**config.mk**
```make
export PLATFORM = sky130hd
export DESIGN_NAME = mem1rw_arbiter
export DESIGN_NICKNAME = d
export VERILOG_FILES = /design/src/rtl/mem1rw_arbiter.sv
export SDC_FILE = /design/constraint.sdc
export NUM_CORES = 1
export LEC_CHECK = 0
export CORE_AREA = 2 2 133 135
export CTS_BUF_LIST = sky130_fd_sc_hd__clkbuf_8
export DETAILED_ROUTE_END_ITERATION = 16
export DIE_AREA = 0 0 135 137
export PLACE_DENSITY = 0.42
export SLEW_MARGIN = 20
export SYNTH_ARGS = -nofsm -noshare
export SYNTH_HDL_FRONTEND = slang
export SYNTH_SLANG_ARGS = --single-unit
```
**constraint.sdc**
```tcl
create_clock -name clock -period 1 [get_ports clock]
set_input_delay 0.15 -clock clock [delete_from_list [all_inputs] [get_ports clock]]
set_output_delay 0.15 -clock clock [all_outputs]
set_load 0.05 [all_outputs]
```
**src/rtl/mem1rw_arbiter.sv**
```systemverilog
// mem1rw_arbiter: two-port valid/ready arbiter in front of one single-port synchronous memory.
// Define MEM1RW_ARB_RR_EN for round-robin; undefined gives fixed priority to port 0.
module mem1rw_arbiter #(
    parameter int ADDR_W = 5,
    parameter int DATA_W = 64
) (
    input  logic              clock,
    input  logic              reset,
    input  logic              req_valid_0,
    output logic              req_ready_0,
    input  logic              req_we_0,
    input  logic [ADDR_W-1:0] req_addr_0,
    input  logic [DATA_W-1:0] req_wdata_0,
    output logic              resp_valid_0,
    input  logic              req_valid_1,
    output logic              req_ready_1,
    input  logic              req_we_1,
    input  logic [ADDR_W-1:0] req_addr_1,
    input  logic [DATA_W-1:0] req_wdata_1,
    output logic              resp_valid_1,
    output logic [DATA_W-1:0] resp_rdata,
    output logic [ADDR_W-1:0] mem_addr,
    output logic [DATA_W-1:0] mem_wdata,
    output logic              mem_we,
    input  logic [DATA_W-1:0] mem_rdata
);
    logic grant_0, grant_1;
    logic pend_valid, pend_port, pend_read;

`ifdef MEM1RW_ARB_RR_EN
    logic last_grant;
    // last_grant = 1 means port 1 won last, so port 0 wins the next contention
    assign grant_0 = req_valid_0 & (~req_valid_1 | last_grant);
    always_ff @(posedge clock) begin
        if (reset)
            last_grant <= 1'b1;
        else if (grant_0 | grant_1)
            last_grant <= grant_1;
    end
`else
    assign grant_0 = req_valid_0;
`endif

    assign grant_1     = req_valid_1 & ~grant_0;
    assign req_ready_0 = grant_0;
    assign req_ready_1 = grant_1;

    // No grant drives an idle read of address 0
    assign mem_we    = grant_1 ? req_we_1    : grant_0 ? req_we_0    : 1'b0;
    assign mem_addr  = grant_1 ? req_addr_1  : grant_0 ? req_addr_0  : '0;
    assign mem_wdata = grant_1 ? req_wdata_1 : grant_0 ? req_wdata_0 : '0;

    always_ff @(posedge clock) begin
        if (reset) begin
            pend_valid <= 1'b0;
            pend_port  <= 1'b0;
            pend_read  <= 1'b0;
        end else begin
            pend_valid <= grant_0 | grant_1;
            pend_port  <= grant_1;
            pend_read  <= grant_1 ? ~req_we_1 : grant_0 ? ~req_we_0 : 1'b0;
        end
    end

    assign resp_valid_0 = pend_valid & ~pend_port;
    assign resp_valid_1 = pend_valid & pend_port;
    assign resp_rdata   = (pend_valid & pend_read) ? mem_rdata : '0;
endmodule
```
==> results of run 1 <==
==> power breakdown <==
group          internal, mW  leakage [nW]  switching, mW  total [mW]
Combinational          2.52          3.25           1.89        4.40
Sequential            0.126        0.0260         0.0188       0.145
Clock                 0.261        0.0269         0.0759       0.337
Total                  2.90          3.30           1.98        4.88
==> kinds of logic (layout without fill, tap and decap cells) <==
kind of cell	count (synthesis)	after routing	share of synthesized area, %
AND/OR/NAND/NOR	71	71	34.1
buffers and inverters	31	391	13.9
flip-flops	3	3	4.58
AO/OA/AOI/OAI	71	71	47.4
==> per-layer routing <==
metal  vias up  track usage, %  wire (um)
met5         -               0          0
met4         0            2.37        127
met3         8            5.11       1590
met2       201            31.1       8750
met1      1422            16.9       5450
li1       1443               -          -
==> stage by stage <==
stage / std cells / hold WS [ns]
final: 761 / 0.212
after global routing: 761 / 0.229
after CTS: 763 / 0.208
after detailed placement: 732 / 0.640
after global placement: 732 / 0.637
after floorplan: 176 / 0.215
==> area by class of cell <==
class / count / area (um^2)
flip-flops and latches: 3 / 67.6
multi-input cells: 142 / 2010
repair buffers: 386 / 5650
well taps: 225 / 282
clock inverters: 1 / 3.75
inverters: 1 / 11.3
fillers: 1518 / 8990
clock buffers: 3 / 41.3
==> worst min path at each step <==
| stage | cells after the start | endpoint |
|---|---|---|
| 6_report | 3 | pend_valid$_SDFF_PP0_ |
| 5_1_grt | 3 | pend_valid$_SDFF_PP0_ |
| 4_1_cts | 3 | pend_valid$_SDFF_PP0_ |
| 3_5_place_dp | 4 | pend_port$_SDFF_PP0_ |
| 3_3_place_gp | 4 | pend_port$_SDFF_PP0_ |
| 2_1_floorplan | 1 | pend_valid$_SDFF_PP0_ |
==> cell usage in the layout (no fill, tap or decap), types with 2 or more instances in the layout <==
cell	Yosys	final
clkdlybuf4s50_1	0	196
buf_12	0	152
a22o_4	0	70
and3_4	0	64
buf_16	0	12
dlygate4sd2_1	0	8
buf_6	7	6
buf_8	0	4
nor2_1	3	3
clkbuf_8	0	3
clkbuf_16	0	3
buf_4	2	3
dfxtp_4	0	2
==> timing repair <==
item	CTS	global route
endpoints found under the hold margin	0	0
endpoints found under the setup margin	138	138
pin swaps	40	26
setup buffers	14	2
gates resized for setup	123	9
cloned	14	3
==> registers in the layout (all words and copies together) (netlist names) <==
name	flops
pend_read	1
pend_valid	1
pend_port	1
==> results.toml, run 1 <==
[run_status]
status = "complete, but fails checks"
violations = "negative setup slack"

[synth]
syn_inst = 176
synth_edf_count = 0
synth_most_common_cell = "a22o_1"
ys_ff_latch = 3
synth.avg_cell_area_um2 = 7.44
synthTopCellsByArea = "a22o_1 47%, and3_1 31%, buf_6 6.0%, clkbuf_1 5.2%, dfxtp_1 4.6%"
synthTopCellsByCount = "70 x a22o_1, 64 x and3_1, 18 x clkbuf_1"
synth.distinct_cells = 14
yosysTopAreaCell = "a22o_1"
yosys.area.top_type_share_pct = 46.8
seq_area_frac_synth_pct = 4.58
syn_nets = 384
synthArstFlopShare_pct = 0
synth_flop_cell = "dfxtp_1"
synth_area_um2 = 1310
yosys_warnings = 0

[sta]
rsz0062_at_grt = "yes"
max_freq_mhz = 755
drv_slew = 0
fin_crit_ns = 1.32
hold_violations = 0
worstMarginPinSlew_ns = 0.182
setup_ws_ns = -0.324
finalSetupViolations = 138
setup_tns_ns = -36.52
period_share_pct = 132
max_slew_margin_pct = 87.8

[floorplanning]
rows = 48
ios = 346
initial_utilization_pct = 7.68
fp.dieW_um = 135
coreArea_um2 = 17100
dieArea_um2 = 18500
die_height_um = 137

[job]
maxCapViolations = 0

[clocking]
cts_root_buf = "clkbuf_8"
clock-sinks = 3
cts_tree = "done"
clk_pin_slew_ns = 0.03
cts_hold_buffers = 0
cts_buffers = 3
clockBufferDepth = 2
cts_max_level = 1

[setup_path]
critical_path_buf_inv_count = 2
max_stage_delay_ns = 0.43
worstPathMaxFanout = 24
cp-startpoint = "pend_valid$_SDFF_PP0_"
crit_slowest_cell = "dfxtp_4"
required_ns = 0.85
crit_chain = "buf_16 > and3_4 > buf_12"
cpLargestDelayFamily = "flip-flops"
cp_num_cells = 3
cp.arrival_ns = 1.17
cp-end-kind = "output pin"
critical_path_class = "flip-flop to output pin"
endpoint = "resp_rdata[34]"
cp-start-kind = "flip-flop"

[placement]
portBuffers = 345
hpwl_um = 11800
preCtsSetupSlack_ns = -0.556
postPlaceCellArea_um2 = 6930
gp_congestion = 0.744

[pwr]
vdd_drop_max_v = 0.000344
finalPower_mw = 4.88
p_per_area_nw_per_um2 = 606
leakagePower_nw = 3.30

[global_route]
antenna_found_initial = 0
grt_pass1_vias = 3502
grt_pass1_wl_um = 22300
grt_max_degree = 26
grt.overflow.total = 0
grt_usage_pct = 15.9

[finish]
drive_gt1_share_pct = 60.4
area_growth_pct = 515
nets = 745
diodes = 0
fin_util_pct = 47.3
design_area_um2 = 8060

[route]
finalWirelength_um = 15900
dr_total_vias = 3074
drc = 0
drt-initial-drc-count = 81
drtAntennaViolNets = 0
wl_per_cell_um = 20.9
routed_via_density = 4.04
first_pass_iters = 4

[worst_hold_path]
worstHoldPathType = "input pin to flip-flop"
min_from = "req_valid_1"
Power figures use the tool's default switching activity.
==> run 2, diff against run 1 <==
--- a/constraint.sdc
+++ b/constraint.sdc
@@ -3,2 +3,2 @@
 set_output_delay 0.15 -clock clock [all_outputs]
-set_load 0.05 [all_outputs]
+set_load 0.005 [all_outputs]
==> results.toml, run 2 (synthesized netlist as in run 1, its figures left out) <==
[run_status]
status = "complete, but fails checks"
violations = "negative setup slack"

[global_route]
grt_pass1_vias = 3411
grt_usage_pct = 16.1
grtUsageMet2_pct = 32.0
antenna_found_initial = 2
met1_usage_pct = 17.4
grt.overflow.total = 0
grt_util_met3_pct = 4.56
busiest_layer = "met2"
grt_max_degree = 19
grt_pass1_wl_um = 22100

[sta]
setup_ws_ns = -0.389
max_slew_margin_pct = 87.5
finalSetupViolations = 137
max_freq_mhz = 720
hold_violations = 0
fin_crit_ns = 1.39
rsz0062_at_grt = "yes"
worstMarginPinSlew_ns = 0.186
setup_tns_ns = -37.14
period_share_pct = 139
drv_slew = 0

[clocking]
clockBufferDepth = 2
cts_root_buf = "clkbuf_8"
cts_tree = "done"
clk_pin_slew_ns = 0.03
cts_buffers = 3
cts_max_level = 1
clock-sinks = 3

[finish]
reg.largest.list = "pend_port x1, pend_read x1, pend_valid x1"
area_growth_pct = 344
fill_cells = 1756
final_common_cell = "clkdlybuf4s50_1"
multi_input_area_um2 = 1300
fin_util_pct = 34.1
stdcell_count = 785
drive_gt1_share_pct = 46.0
design_area_um2 = 5810
nets = 768
regArea_um2 = 67.6
layout_common_cells = "194 x clkdlybuf4s50_1, 97 x buf_2, 70 x a22o_1"

[setup_path]
cp.arrival_ns = 1.24
cp-start-kind = "flip-flop"
critical_path_buf_inv_count = 4
cpMostUsedCell = "buf_12"
max_stage_delay_ns = 0.34
crit_slowest_cell = "dfxtp_4"
crit_chain = "buf_12 > buf_12 > buf_16 > and3_4 > buf_6"
worstPathMaxFanout = 5
required_ns = 0.85
cpLargestDelayFamily = "buffers and inverters"
cp-end-kind = "output pin"
critical_path_class = "flip-flop to output pin"

[route]
drt-initial-drc-count = 70
drtAntennaViolNets = 0
wl_per_cell_um = 20.6
finalWirelength_um = 16200
first_pass_iters = 4
drc = 0
dr_total_vias = 3171
routed_via_density = 4.04

[placement]
postPlaceCellArea_um2 = 5090
gp_congestion = 0.781
dp.cells = 736
hpwl_um = 12000
portBuffers = 345

[floorplanning]
fp.dieW_um = 135
ios = 346
coreArea_um2 = 17100
initial_utilization_pct = 7.68
dieArea_um2 = 18500
rows = 48
die_height_um = 137

[pwr]
seq_power_share_pct = 5.0
vdd_drop_max_v = 0.000226
netSwitchingFraction_pct = 28.4
finalPower_mw = 2.75
clockPowerShare_pct = 12.2
p_per_area_nw_per_um2 = 474
p_comb_share_pct = 82.8
leakagePower_nw = 2.73
power.switching_uw = 782
internal_power_mw = 1.97

[worst_hold_path]
worstHoldPathType = "input pin to flip-flop"

[job]
maxCapViolations = 0
-- run 2: what timing repair did --
action / in CTS / in global routing
hold buffers: 0 / 0
gates resized for setup: 652 / 60
setup buffers: 26 / 9
setup endpoints to repair: 139 / 137
pin swaps: 55 / 26
cloned: 18 / 1
-- run 2: layer usage --
metal  share of wire [%]  vias to the layer above
met4                0.27                        0
met3                 9.3                        6
li1                    -                     1482
met1                  37                     1471
met2                  54                      212
met5                   0                        -
-- run 2: layout make-up --
class                      instances  share of cell area (%)
sequential                         3                    1.16
clock buffer                       3                   0.710
tap                              225                    4.84
timing repair buffer             409                    70.5
clock inverter                     1                  0.0646
antenna                            1                  0.0431
inverter                           1                   0.280
multi-input combinational        142                    22.4
-- run 2: worst paths after layout --
path / start / to / slack (ns) / cells past startpoint
worst max-delay path: pend_valid$_SDFF_PP0_ / resp_rdata[47] / -0.39 / 5
worst min-delay path: req_valid_1 / pend_valid$_SDFF_PP0_ / 0.21 / 3
-- run 2: power groups by stage --
stage                     clock network [mW]  registers (mW)  logic [mW]
after floorplan                            0           0.131       0.469
after global placement                     0           0.139        1.98
after detailed placement                   0           0.139        1.98
after CTS                              0.351           0.136        2.25
after global routing                   0.366           0.138        2.42
final                                  0.337           0.137        2.28
-- run 2: stage by stage --
| step | hold slack (ns) | setup slack [ns] |
|---|---|---|
| global placement | 0.609 | -0.913 |
| detailed placement | 0.611 | -0.923 |
| CTS | 0.209 | -0.392 |
| floorplan | 0.222 | -0.00330 |
| finish | 0.213 | -0.389 |
| global route | 0.257 | -0.424 |
